<file path="src/rtl/dir_input_conditioner_if.sv">
// Bundle of key, tick and committed-direction signals between the key front end and the game core.
// Handshake: no valid/ready; tick is a one-cycle strobe, and dir/pending/reject are level/pulse outputs updated only on clk edges.
interface dir_input_conditioner_if;
    logic [3:0] key_n;
    logic       tick;
    logic [2:0] dir;
    logic       pending;
    logic       reject;

    modport master (
        output key_n,
        output tick,
        input  dir,
        input  pending,
        input  reject
    );

    modport slave (
        input  key_n,
        input  tick,
        output dir,
        output pending,
        output reject
    );
endinterface

</file>
<file path="src/rtl/dir_input_conditioner.sv">
// Synchronizes and debounces four active-low direction keys, drops 180-degree reversals,
// and commits at most one stored direction request per game tick.
module dir_input_conditioner #(
    parameter int DEBOUNCE_CYCLES = 250000,
    parameter int CNT_W           = 20
) (
    input  logic                    clk,
    input  logic                    reset,
    dir_input_conditioner_if.slave  bus
);

    localparam logic [CNT_W-1:0] CNT_MAX = CNT_W'(DEBOUNCE_CYCLES - 1);

    logic [3:0]       r_sync1;
    logic [3:0]       r_sync2;
    logic [3:0]       r_stable;
    logic [3:0]       r_stable_q;
    logic [CNT_W-1:0] r_cnt [4];

    logic [2:0]       r_dir;
    logic [2:0]       r_req;
    logic             r_pending;
    logic             r_reject;

    logic [3:0]       w_press;
    logic [2:0]       w_eff;
    logic [2:0]       w_form;
    logic             w_hit;
    logic             w_reversal;
    logic             w_accept;
    logic             w_commit;

    always_ff @(posedge clk or posedge reset) begin
        if (reset) begin
            r_sync1 <= 4'hF;
            r_sync2 <= 4'hF;
        end else begin
            r_sync1 <= bus.key_n;
            r_sync2 <= r_sync1;
        end
    end

    // The counter only advances while the synchronized key disagrees with the
    // debounced level, so it can never exceed CNT_MAX and never wraps.
    always_ff @(posedge clk or posedge reset) begin
        if (reset) begin
            r_stable   <= 4'hF;
            r_stable_q <= 4'hF;
            for (int i = 0; i < 4; i++) begin
                r_cnt[i] <= '0;
            end
        end else begin
            r_stable_q <= r_stable;
            for (int i = 0; i < 4; i++) begin
                if (r_sync2[i] == r_stable[i]) begin
                    r_cnt[i] <= '0;
                end else if (r_cnt[i] == CNT_MAX) begin
                    r_stable[i] <= r_sync2[i];
                    r_cnt[i]    <= '0;
                end else begin
                    r_cnt[i] <= r_cnt[i] + CNT_W'(1);
                end
            end
        end
    end

    // A press is the cycle after a debounced level falls; releases are ignored.
    assign w_press  = r_stable_q & ~r_stable;
    assign w_commit = bus.tick && r_pending;

    always_comb begin
        w_eff  = w_commit ? r_req : r_dir;
        w_form = w_eff;
        w_hit  = 1'b1;
        if (w_press[3]) begin
            w_form = {2'b10, w_eff[0]};
        end else if (w_press[2]) begin
            w_form = {2'b11, w_eff[0]};
        end else if (w_press[1]) begin
            w_form = {1'b0, w_eff[1], 1'b0};
        end else if (w_press[0]) begin
            w_form = {1'b0, w_eff[1], 1'b1};
        end else begin
            w_hit = 1'b0;
        end
        w_reversal = (w_form[2] == w_eff[2]) &&
                     (w_form[2] ? (w_form[1] != w_eff[1]) : (w_form[0] != w_eff[0]));
        w_accept   = w_hit && !w_reversal;
    end

    // A press in the tick cycle is judged against the request being committed,
    // so it may legitimately refill pending on the same edge.
    always_ff @(posedge clk or posedge reset) begin
        if (reset) begin
            r_dir     <= 3'b000;
            r_req     <= 3'b000;
            r_pending <= 1'b0;
            r_reject  <= 1'b0;
        end else begin
            r_reject <= w_hit && w_reversal;
            if (w_commit) begin
                r_dir <= r_req;
            end
            if (w_accept) begin
                r_req     <= w_form;
                r_pending <= 1'b1;
            end else if (bus.tick) begin
                r_pending <= 1'b0;
            end
        end
    end

    assign bus.dir     = r_dir;
    assign bus.pending = r_pending;
    assign bus.reject  = r_reject;

endmodule

</file>
<file path="src/flat_wrapper.sv">
// flat-port wrapper written by rule: the top's interface ports become plain ports
module dir_input_conditioner_flat 
#(
    parameter int DEBOUNCE_CYCLES = 250000,
    parameter int CNT_W           = 20
)
  (clk, reset, bus_key_n, bus_tick, bus_dir, bus_pending, bus_reject);
  dir_input_conditioner_if bus_i ();
  input  logic clk;
  input  logic reset;
  input wire logic [$bits(bus_i.key_n)-1:0] bus_key_n;
  input wire logic [$bits(bus_i.tick)-1:0] bus_tick;
  output wire logic [$bits(bus_i.dir)-1:0] bus_dir;
  output wire logic [$bits(bus_i.pending)-1:0] bus_pending;
  output wire logic [$bits(bus_i.reject)-1:0] bus_reject;
  assign bus_i.key_n = bus_key_n;
  assign bus_i.tick = bus_tick;
  assign bus_dir = bus_i.dir;
  assign bus_pending = bus_i.pending;
  assign bus_reject = bus_i.reject;
  dir_input_conditioner #(.DEBOUNCE_CYCLES(DEBOUNCE_CYCLES), .CNT_W(CNT_W)) u_core (.clk(clk), .reset(reset), .bus(bus_i));
endmodule
</file>
<file path="config.mk">
export PLATFORM = sky130hd
export DESIGN_NAME = dir_input_conditioner_flat
export DESIGN_NICKNAME = d
export VERILOG_FILES = /design/src/rtl/dir_input_conditioner_if.sv /design/src/rtl/dir_input_conditioner.sv /design/src/flat_wrapper.sv
export SDC_FILE = /design/constraint.sdc
export NUM_CORES = 1
export LEC_CHECK = 0
export CORE_UTILIZATION = 60
export CTS_CLUSTER_SIZE = 12
export DETAILED_ROUTE_END_ITERATION = 8
export PLACE_DENSITY = 0.87
export SYNTH_ARGS = -nofsm -noshare
export SYNTH_HDL_FRONTEND = slang
export SYNTH_SLANG_ARGS = --single-unit
</file>
<file path="constraint.sdc">
create_clock -name clk -period 10.6 [get_ports clk]
set_input_delay 2.12 -clock clk [delete_from_list [all_inputs] [get_ports clk]]
set_output_delay 2.12 -clock clk [all_outputs]
set_load 0.02 [all_outputs]
</file>
==> reports/qor.yml, run 1 <==
drive_above_1_share_pct: 9.224
cts.sink_count: 104
synth_most_common_cell: "nor2_1"
hold_class: "flip-flop to flip-flop"
worstMarginPinSlew_ns: 1.088
drt-wirelength-per-cell_microns: 14.35
clk_pin_slew_ns: 0.10
synthArstFlopShare_pct: 100.0
met3_usage_pct: 4.858
area_growth_pct: 8.366
io_pins: 12
finalClockSkew_ns: 0.008572
syn-cell-area_sq_um: 4771
antenna_left: 0
nets: 483
synth-seq-cells: 104
internal_power_uw: 523.1
htree_levels: 3
routed_wirelength_mm: 8.309
fin_hold_ws_ns: 0.3589
clockBufferDepth: 2
clk_root_buffer_cell: "clkbuf_8"
start_util_pct: 61.74
slowest_stage: "or4_4"
core_sq_um: 7727
pwr-share-seq_pct: 60.0
die_y_microns: 91.17
startpoint_type: "input port"
slew_headroom_pct: 27.44
slowest_delay_ns: 0.56
fp.dieArea_sq_um: 8312
post-route-drc-count: 0
synth_top_area_share_pct: 46.16
max_freq_mhz: 267.2
drv_slew: 0
met1_usage_pct: 26.52
synth-edff-count: 0
setup-tns-final_ns: 0
drtIter0Drc: 114
hold_buffers: 0
clkPwrFrac_pct: 35.6
arrival_ns: 3.99
p_leak_uw: 0.002216
fin_crit_sh_pct: 35.31
ir_drop_mv: 0.09394
crit_chain: "clkdlybuf4s50_1, a21boi_0, or4_4, a21oi_4, a311oi_2, mux2_1"
outcome: "finished clean"
grt_max_degree: 91
synth.net_count: 470
cts_tree: "built"
rows: 32
track_usage_pct: 22.09
grt_pass1_wl_mm: 14.51
hold_violations: 0
cts_buffers: 9
busiest_layer: "met2"
fin_util_pct: 66.90
avgViaCountPerCell: 5.513
critPathKind: "input port to flip-flop"
cts_resized: 0
p_switching_uw: 158.2
synth_area_leader_cell: "dfrtp_1"
ys_warn_count: 0
syn_avg_cell_area_sq_um: 10.39
ys.flop_type: "dfrtp_1"
hpwl_mm: 5.608
pwr-share-comb_pct: 4.3
place_congestion: 0.7993
port_buffers: 11
grt_use_met2_pct: 38.83
worstPathMaxFanout: 4
clk_latency_ns: 0.37
path_buf_inv: 1
cp.required_ns: 10.85
syn_inst: 459
overflow: 0
synth_seq_area_share_pct: 54.97
dr.pass1.iters: 4
rsz0062_at_grt: "false"
antenna_found_initial: 0
grt_pass1_vias: 3310
setup_viol: 0
dieWidth_microns: 91.17
yosysUniqueCellTypes: 42
swShare_pct: 23.22
synth_area_leaders: "dfrtp_1 46%, dfstp_2 8.8%, nor2_1 7.5%, xnor2_1 7.0%, xor2_1 6.4%"
maxCapViolCount: 0
post_cts_buffers: 0
p_per_area_nw_per_um2: 131.8
synthTopCellsByCount: "95 x nor2_1, 88 x dfrtp_1, 38 x xnor2_1"
cp-end-kind: "flip-flop"
rrSetupSlack_ns: 8.48
fillers: 590
via_count: 3192
n_antenna_cell: 0
critPathTopFamily: "simple AND/OR/NAND/NOR gates"
fin_crit_ns: 3.743
==> cell usage in the layout, fill, tap and decap left out, types with 5 or more instances in the layout <==
cell and count:
nor2_1 95, clkbuf_8 9, dfrtp_1 88, nand3_1 27, nor3_1 6, nor4_1 7
clkdlybuf4s50_1 11, nand4_1 16, nand2_1 24, mux2_1 6, xor2_1 35, xnor2_1 38
and3_1 24, and4_1 5, dfstp_2 16, inv_1 14
==> worst paths after layout <==
kind,end,cells after the start,start
worst max register to register,u_core.r_cnt[18]$_DFF_PP0_,4,u_core.r_cnt[10]$_DFF_PP0_
worst min-delay path,u_core.r_sync2[3]$_DFF_PP1_,0,u_core.r_sync1[3]$_DFF_PP1_
min in group asynchronous,u_core.r_cnt[73]$_DFF_PP0_,2,reset
worst max-delay path,u_core.r_req[0]$_DFFE_PP0P_,6,bus_tick
max in group asynchronous,u_core.r_cnt[53]$_DFF_PP0_,3,reset
worst min register to register,u_core.r_sync2[3]$_DFF_PP1_,0,u_core.r_sync1[3]$_DFF_PP1_
==> state kept, by name, summed over array words and instances, names as in the netlist, 3 cells and up <==
signal,cells
u_core.r_cnt,80
u_core.r_stable,4
u_core.r_stable_q,4
u_core.r_sync1,4
u_core.r_sync2,4
u_core.bus.dir,3
u_core.r_req,3
==> layout make-up <==
class / count / area (sq um) / share of cell area [%]
clock buffer: 9 / 123.9 / 2.396
clock inverter: 7 / 71.32 / 1.379
inverter: 15 / 58.81 / 1.137
multi-input combinational: 329 / 2041 / 39.47
sequential: 104 / 2623 / 50.73
tap: 102 / 127.6 / 2.469
timing repair buffer: 13 / 125.1 / 2.420
==> cell families (layout without fill, tap and decap cells) <==
kind of cell	Yosys count	after routing	synth area share (%)
mux	9	9	2.124
fa+ha+maj	4	4	1.049
compound gates	16	16	2.491
buf+inv	26	44	2.255
flops	104	104	54.97
xor+xnor	73	73	13.40
simple gates	227	227	23.71
==> per-layer routing <==
layer | wire, microns | share of wire [%]
met5 | 0 | 0
met2 | 4249 | 51
met3 | 200 | 2.4
met1 | 3717 | 45
met4 | 142 | 1.7
==> through the flow <==
step,power [uW],instance area (sq um),cells,worst slack (ns)
floorplan,436.6,4771,459,5.774
global placement,445.7,4975,563,6.572
detailed placement,447.0,4975,563,6.475
CTS,687.6,5170,579,6.867
global route,707.5,5170,579,6.763
finish,681.3,5170,579,6.857
==> power groups by stage <==
stage	combinational, uW	sequential [uW]	clock (uW)
after floorplan	19.7	417	0
after global placement	29.4	416	0
after detailed placement	30.4	417	0
after CTS	30.5	409	248
after global routing	33.9	410	264
final	29.6	409	243
(Power assumes the default switching activity.)
==> inputs of run 2 (changes only) <==
clock period = 3.7 ns   (was 10.6 ns; I/O delays follow)
==> run 2 against run 1 <==
Effect of this change: flip-flop and latch count unchanged; die area unchanged; utilization increased by 0.37 points; critical endpoint unchanged.
==> reports/qor.yml, run 2 (same netlist as run 1, synthesis figures left out) <==
placed_area_sq_um: 4987  # +0.25%
slew_headroom_pct: 39.08  # +12 points
p_per_area_nw_per_um2: 384.4  # +190%
min_from: "u_core.r_sync1[0]$_DFF_PP1_"
cts.sink_count: 104  # unchanged
fin_cells: 579  # unchanged
clk_pin_slew_ns: 0.09  # about the same
reg2reg_from: "u_core.r_cnt[10]$_DFF_PP0_"
via_count: 3238  # +1.4%
max_freq_mhz: 419.2
drt-wirelength-per-cell_microns: 13.87  # -3.3%
overflow: 0  # unchanged
avgViaCountPerCell: 5.592  # +1.4%
final_common_cell: "nor2_1"
maxCapViolCount: 0  # unchanged
largest_reg_flops: 80  # unchanged
dp.cells: 563  # unchanged
cpMostUsedCell: "mux2i_1"
clk_latency_ns: 0.37  # about the same
drtIter0Drc: 167  # +46%
finalClockSkew_ns: 0.01059  # +0.002021 ns
drv_slew: 0  # unchanged
grt_use_met2_pct: 36.05  # -2.8 points
dieWidth_microns: 91.17  # unchanged
hold_class: "flip-flop to flip-flop"
worstMarginPinSlew_ns: 0.9078  # -0.1806 ns
fin_crit_sh_pct: 64.48
grt_pass1_vias: 3132  # -5.4%
busiest_layer: "met2"
nets: 483  # unchanged
startpoint: "bus_tick"
setup-tns-final_ns: 0  # unchanged
slowest_delay_ns: 0.48  # -0.08 ns
rrSetupSlack_ns: 1.48  # -7.00 ns
core_sq_um: 7727  # unchanged
io_pins: 12  # unchanged
cts_buffers: 9  # unchanged
htree_levels: 3  # unchanged
p_leak_uw: 0.002236  # +0.90%
rsz0062_at_grt: "false"
antenna_found_initial: 0  # unchanged
worstPathMaxFanout: 4  # unchanged
clockBufferDepth: 2  # unchanged
drive_above_1_share_pct: 8.805  # -0.42 points
critPathCapture: "u_core.r_req[0]$_DFFE_PP0P_"
routed_wirelength_mm: 8.031  # -3.3%
fin_crit_ns: 2.386
critPathKind: "input port to flip-flop"
setup_viol: 0  # unchanged
r2r_end: "u_core.r_cnt[15]$_DFF_PP0_"
fp.dieArea_sq_um: 8312  # unchanged
regMostFlops: "u_core.r_cnt"
hpwl_mm: 5.319  # -5.2%
post-route-drc-count: 0  # unchanged
rows: 32  # unchanged
area_growth_pct: 8.969
n_antenna_cell: 0  # unchanged
cts_resized: 0  # unchanged
grt_pass1_wl_mm: 14.49  # -0.14%
met1_usage_pct: 28.73  # +2.2 points
port_buffers: 11  # unchanged
hold_violations: 0  # unchanged
cts_tree: "built"
clk_root_buffer_cell: "clkbuf_8"
reg2reg_depth: 4  # unchanged
hold_buffers: 0  # unchanged
ir_drop_mv: 0.2346  # +150%
layout_common_cells: "95 x nor2_1, 88 x dfrtp_1, 38 x xnor2_1"
dr.pass1.iters: 5  # +1
die_y_microns: 91.17  # unchanged
outcome: "finished clean"
start_util_pct: 61.74  # unchanged
post_cts_buffers: 0  # unchanged
met3_usage_pct: 6.030  # +1.2 points
crit_chain: "clkdlybuf4s50_1, nand2_1, mux2i_1, mux2i_1, a311oi_2, mux2_1"
slowest_stage: "clkdlybuf4s50_1"
grt_max_degree: 62  # -32%
arrival_ns: 2.64  # -1.35 ns
finish.instance_area_sq_um: 5199  # +0.56%
cp.required_ns: 3.95  # -6.90 ns
place_congestion: 0.8338  # +4.3%
antenna_left: 0  # unchanged
startpoint_type: "input port"
track_usage_pct: 22.06  # -0.022 points
cp-end-kind: "flip-flop"
-- run 2: report_power, final --
group / internal, uW / switching, uW
logic: 29.8 / 56.8
clock network: 371 / 369
registers: 1160 / 13.9
total: 1560 / 440
-- run 2: per-stage QoR --
step	total power [uW]	util [%]	hold WS, ns	setup slack [ns]
3_5_place_dp	1283	64.54	0.3481	0.9500
6_report	1999	67.28	0.3587	1.314
5_1_grt	2085	67.28	0.3651	1.199
3_3_place_gp	1279	64.54	0.3468	1.065
2_1_floorplan	1251	-	0.3452	0.2543
4_1_cts	2021	67.28	0.3614	1.325
-- run 2: how the worst min path moves through the flow --
stage	endpoint	slack [ns]	depth (start not counted)
floorplan	u_core.r_sync2[0]$_DFF_PP1_	0.35	0
detailed placement	u_core.r_sync2[1]$_DFF_PP1_	0.35	0
finish	u_core.r_sync2[0]$_DFF_PP1_	0.36	0
global placement	u_core.r_sync2[1]$_DFF_PP1_	0.35	0
global route	u_core.r_sync2[3]$_DFF_PP1_	0.37	0
CTS	u_core.r_sync2[0]$_DFF_PP1_	0.36	0
-- run 2: final cells by class --
class                           count  area, sq um
Clock buffer                       14        172.7
Clock inverter                      2        38.79
Fill cell                         575         2529
Inverter                           15        58.81
Multi-Input combinational cell    329         2041
Sequential cell                   104         2623
Tap cell                          102        127.6
Timing Repair Buffer               13        137.6
-- run 2: critical path: cells and delay by family --
family	cells	cell delay (ns)
mux	3	0.87
buf+inv	1	0.48
compound gates	1	0.38
simple gates	1	0.17
-- run 2: layer usage --
metal	wire, microns	vias to the layer above
met2	3979	38
met1	3678	1622
met5	0	-
met4	106	0
li1	-	1567
met3	266	11
==> inputs of run 3 (changes only) <==
clock period = 2.4 ns   (was 3.7 ns; I/O delays follow)
==> run 3 against run 2 <==
Effect of this change: flip-flop and latch count stayed put; critical endpoint is now u_core.r_req[1]$_DFFE_PP0P_; non-clock buffer count is 7 higher; sequential share of layout area decreased by 0.64 points; sequential power grew 55%; critical path type unchanged; setup slack lost 1.0 ns; final area is 1.3% higher; first-iteration DRC count is 3.0% lower.
==> reports/qor.yml, run 3 (same netlist as run 1, synthesis figures left out) <==
outcome: "finished clean"
grt_max_degree: 30  # -52%
cts.sink_count: 104  # unchanged
fillers: 554  # -3.7%
critPathKind: "input port to flip-flop"
path_buf_inv: 1  # unchanged
rrSetupSlack_ns: 0.38  # -1.10 ns
clk_pin_slew_ns: 0.11  # +0.02 ns
fin_crit_ns: 2.113
startpoint_type: "input port"
hold_class: "flip-flop to flip-flop"
largest_reg_flops: 80  # unchanged
track_usage_pct: 22.90  # +0.83 points
final_common_cell: "nor2_1"
finalClockSkew_ns: 0.01486  # +0.004269 ns
dieWidth_microns: 91.17  # unchanged
slowest_stage: "or4_4"
clk_latency_ns: 0.37  # about the same
dr.pass1.iters: 4  # -1
p_switching_uw: 735.3  # +67%
critPathTopFamily: "simple AND/OR/NAND/NOR gates"
drive_above_1_share_pct: 10.54  # +1.7 points
ir_drop_mv: 0.4046  # +72%
fp.dieArea_sq_um: 8312  # unchanged
n_antenna_cell: 0  # unchanged
area_growth_pct: 10.36
regMostFlops: "u_core.r_cnt"
routed_wirelength_mm: 8.503  # +5.9%
cp-end-kind: "flip-flop"
pwr-share-comb_pct: 4.8  # +0.5 points
port_buffers: 11  # unchanged
rows: 32  # unchanged
core_sq_um: 7727  # unchanged
hpwl_mm: 5.757  # +8.2%
internal_power_uw: 2348  # +51%
cts_tree: "built"
p_leak_uw: 0.002271  # +1.6%
antenna_found_initial: 0  # unchanged
arrival_ns: 2.35  # -0.29 ns
place_ws_ns: -0.05628  # -1.006 ns
place_congestion: 0.7986  # -4.2%
cp.required_ns: 2.64  # -1.31 ns
layout_common_cells: "95 x nor2_1, 88 x dfrtp_1, 38 x xnor2_1"
finalPower_uw: 3083  # +54%
nets: 490  # +1.4%
cts_buffers: 9  # unchanged
drtIter0Drc: 162  # -3.0%
post_cts_buffers: 0  # unchanged
setup_viol: 0  # unchanged
crit_chain: "clkdlybuf4s50_1, a21boi_0, or4_4, a21oi_4, a311oi_2, mux2_1"
cts_resized: 0  # unchanged
hold_buffers: 0  # unchanged
via_count: 3244  # +0.19%
fin_util_pct: 68.13  # +0.86 points
avgViaCountPerCell: 5.536  # -1.0%
rsz0062_at_grt: "false"
drt-wirelength-per-cell_microns: 14.51  # +4.6%
grt_pass1_wl_mm: 15.15  # +4.6%
io_pins: 12  # unchanged
drv_slew: 0  # unchanged
hold_violations: 0  # unchanged
clockBufferDepth: 2  # unchanged
start_util_pct: 61.74  # unchanged
post-route-drc-count: 0  # unchanged
max_freq_mhz: 473.3
clkPwrFrac_pct: 36.5  # -0.5 points
maxCapViolCount: 0  # unchanged
worstMarginPinSlew_ns: 0.6470  # -0.2608 ns
fin_crit_sh_pct: 88.04
clk_root_buffer_cell: "clkbuf_8"
swShare_pct: 23.85  # +1.8 points
p_per_area_nw_per_um2: 585.6  # +52%
fin_hold_ws_ns: 0.3559  # -0.002793 ns
die_y_microns: 91.17  # unchanged
overflow: 0  # unchanged
slowest_delay_ns: 0.57  # +0.09 ns
htree_levels: 3  # unchanged
grt_pass1_vias: 3412  # +8.9%
pwr-share-seq_pct: 58.6  # about the same
worstPathMaxFanout: 4  # unchanged
antenna_left: 0  # unchanged
setup_ws_ns: 0.2870  # -1.027 ns
slew_headroom_pct: 56.53  # +17 points
run 3: cell count changes in the layout (fill, tap and decap cells not counted):
cell	delta
buf_4	+6
clkbuf_8	-3
clkbuf_1	-2
clkinv_4	+2
inv_8	+2
buf_12	+1
clkinvlp_4	+1
inv_4	-1
inv_6	+1
run 3: final timing paths:
path                                                 from                     endpoint  depth (start not counted)
min reg2reg                   u_core.r_sync1[2]$_DFF_PP1_  u_core.r_sync2[2]$_DFF_PP1_                          0
min                           u_core.r_sync1[2]$_DFF_PP1_  u_core.r_sync2[2]$_DFF_PP1_                          0
min in group asynchronous                           reset   u_core.r_cnt[25]$_DFF_PP0_                          2
max reg2reg                u_core.r_stable[3]$_DFFE_PP1P_  u_core.r_req[1]$_DFFE_PP0P_                          5
max in group asynchronous                           reset  u_core.r_sync1[1]$_DFF_PP1_                          3
max                                              bus_tick  u_core.r_req[1]$_DFFE_PP0P_                          6
run 3: metrics by stage:
stage,TNS (ns),cells,instance area [sq um]
floorplan,0,459,4775
global placement,0,570,5054
detailed placement,-0.08716,570,5054
CTS,0,586,5265
global route,0,586,5265
finish,0,586,5265
run 3: area by class of cell:
cell class / instances / area [sq um] / area share (%)
multi-input cells: 329 / 2041 / 38.76
repair buffers: 20 / 202.7 / 3.850
inverters: 15 / 60.06 / 1.141
clock inverters: 7 / 87.58 / 1.663
clock buffers: 9 / 123.9 / 2.353
well taps: 102 / 127.6 / 2.424
flip-flops and latches: 104 / 2623 / 49.81
run 3: power by group through the flow:
stage                     logic [uW]  clock network (uW)  registers (uW)
after detailed placement         153                   0            1840
after global placement           146                   0            1840
after global routing             169                1220            1810
after CTS                        154                1160            1810
final                            149                1130            1810
after floorplan                 87.3                   0            1840
run 3: worst reg2reg max path: stages, from the launching register on:
cell and delay [ns]:
dfstp_2 0.57, and2b_4 0.21, nor2b_1 0.36, and3_1 0.30, a311oi_2 0.09, mux2_1 0.37
run 3: metal layers:
metal | part of all wire (%) | global-route usage (%) | up-vias
met5 | 0 | 0 | -
met4 | 1.8 | 9.788 | 0
met3 | 3.6 | 3.769 | 15
met2 | 50 | 38.83 | 65
met1 | 45 | 29.22 | 1581
li1 | - | - | 1583
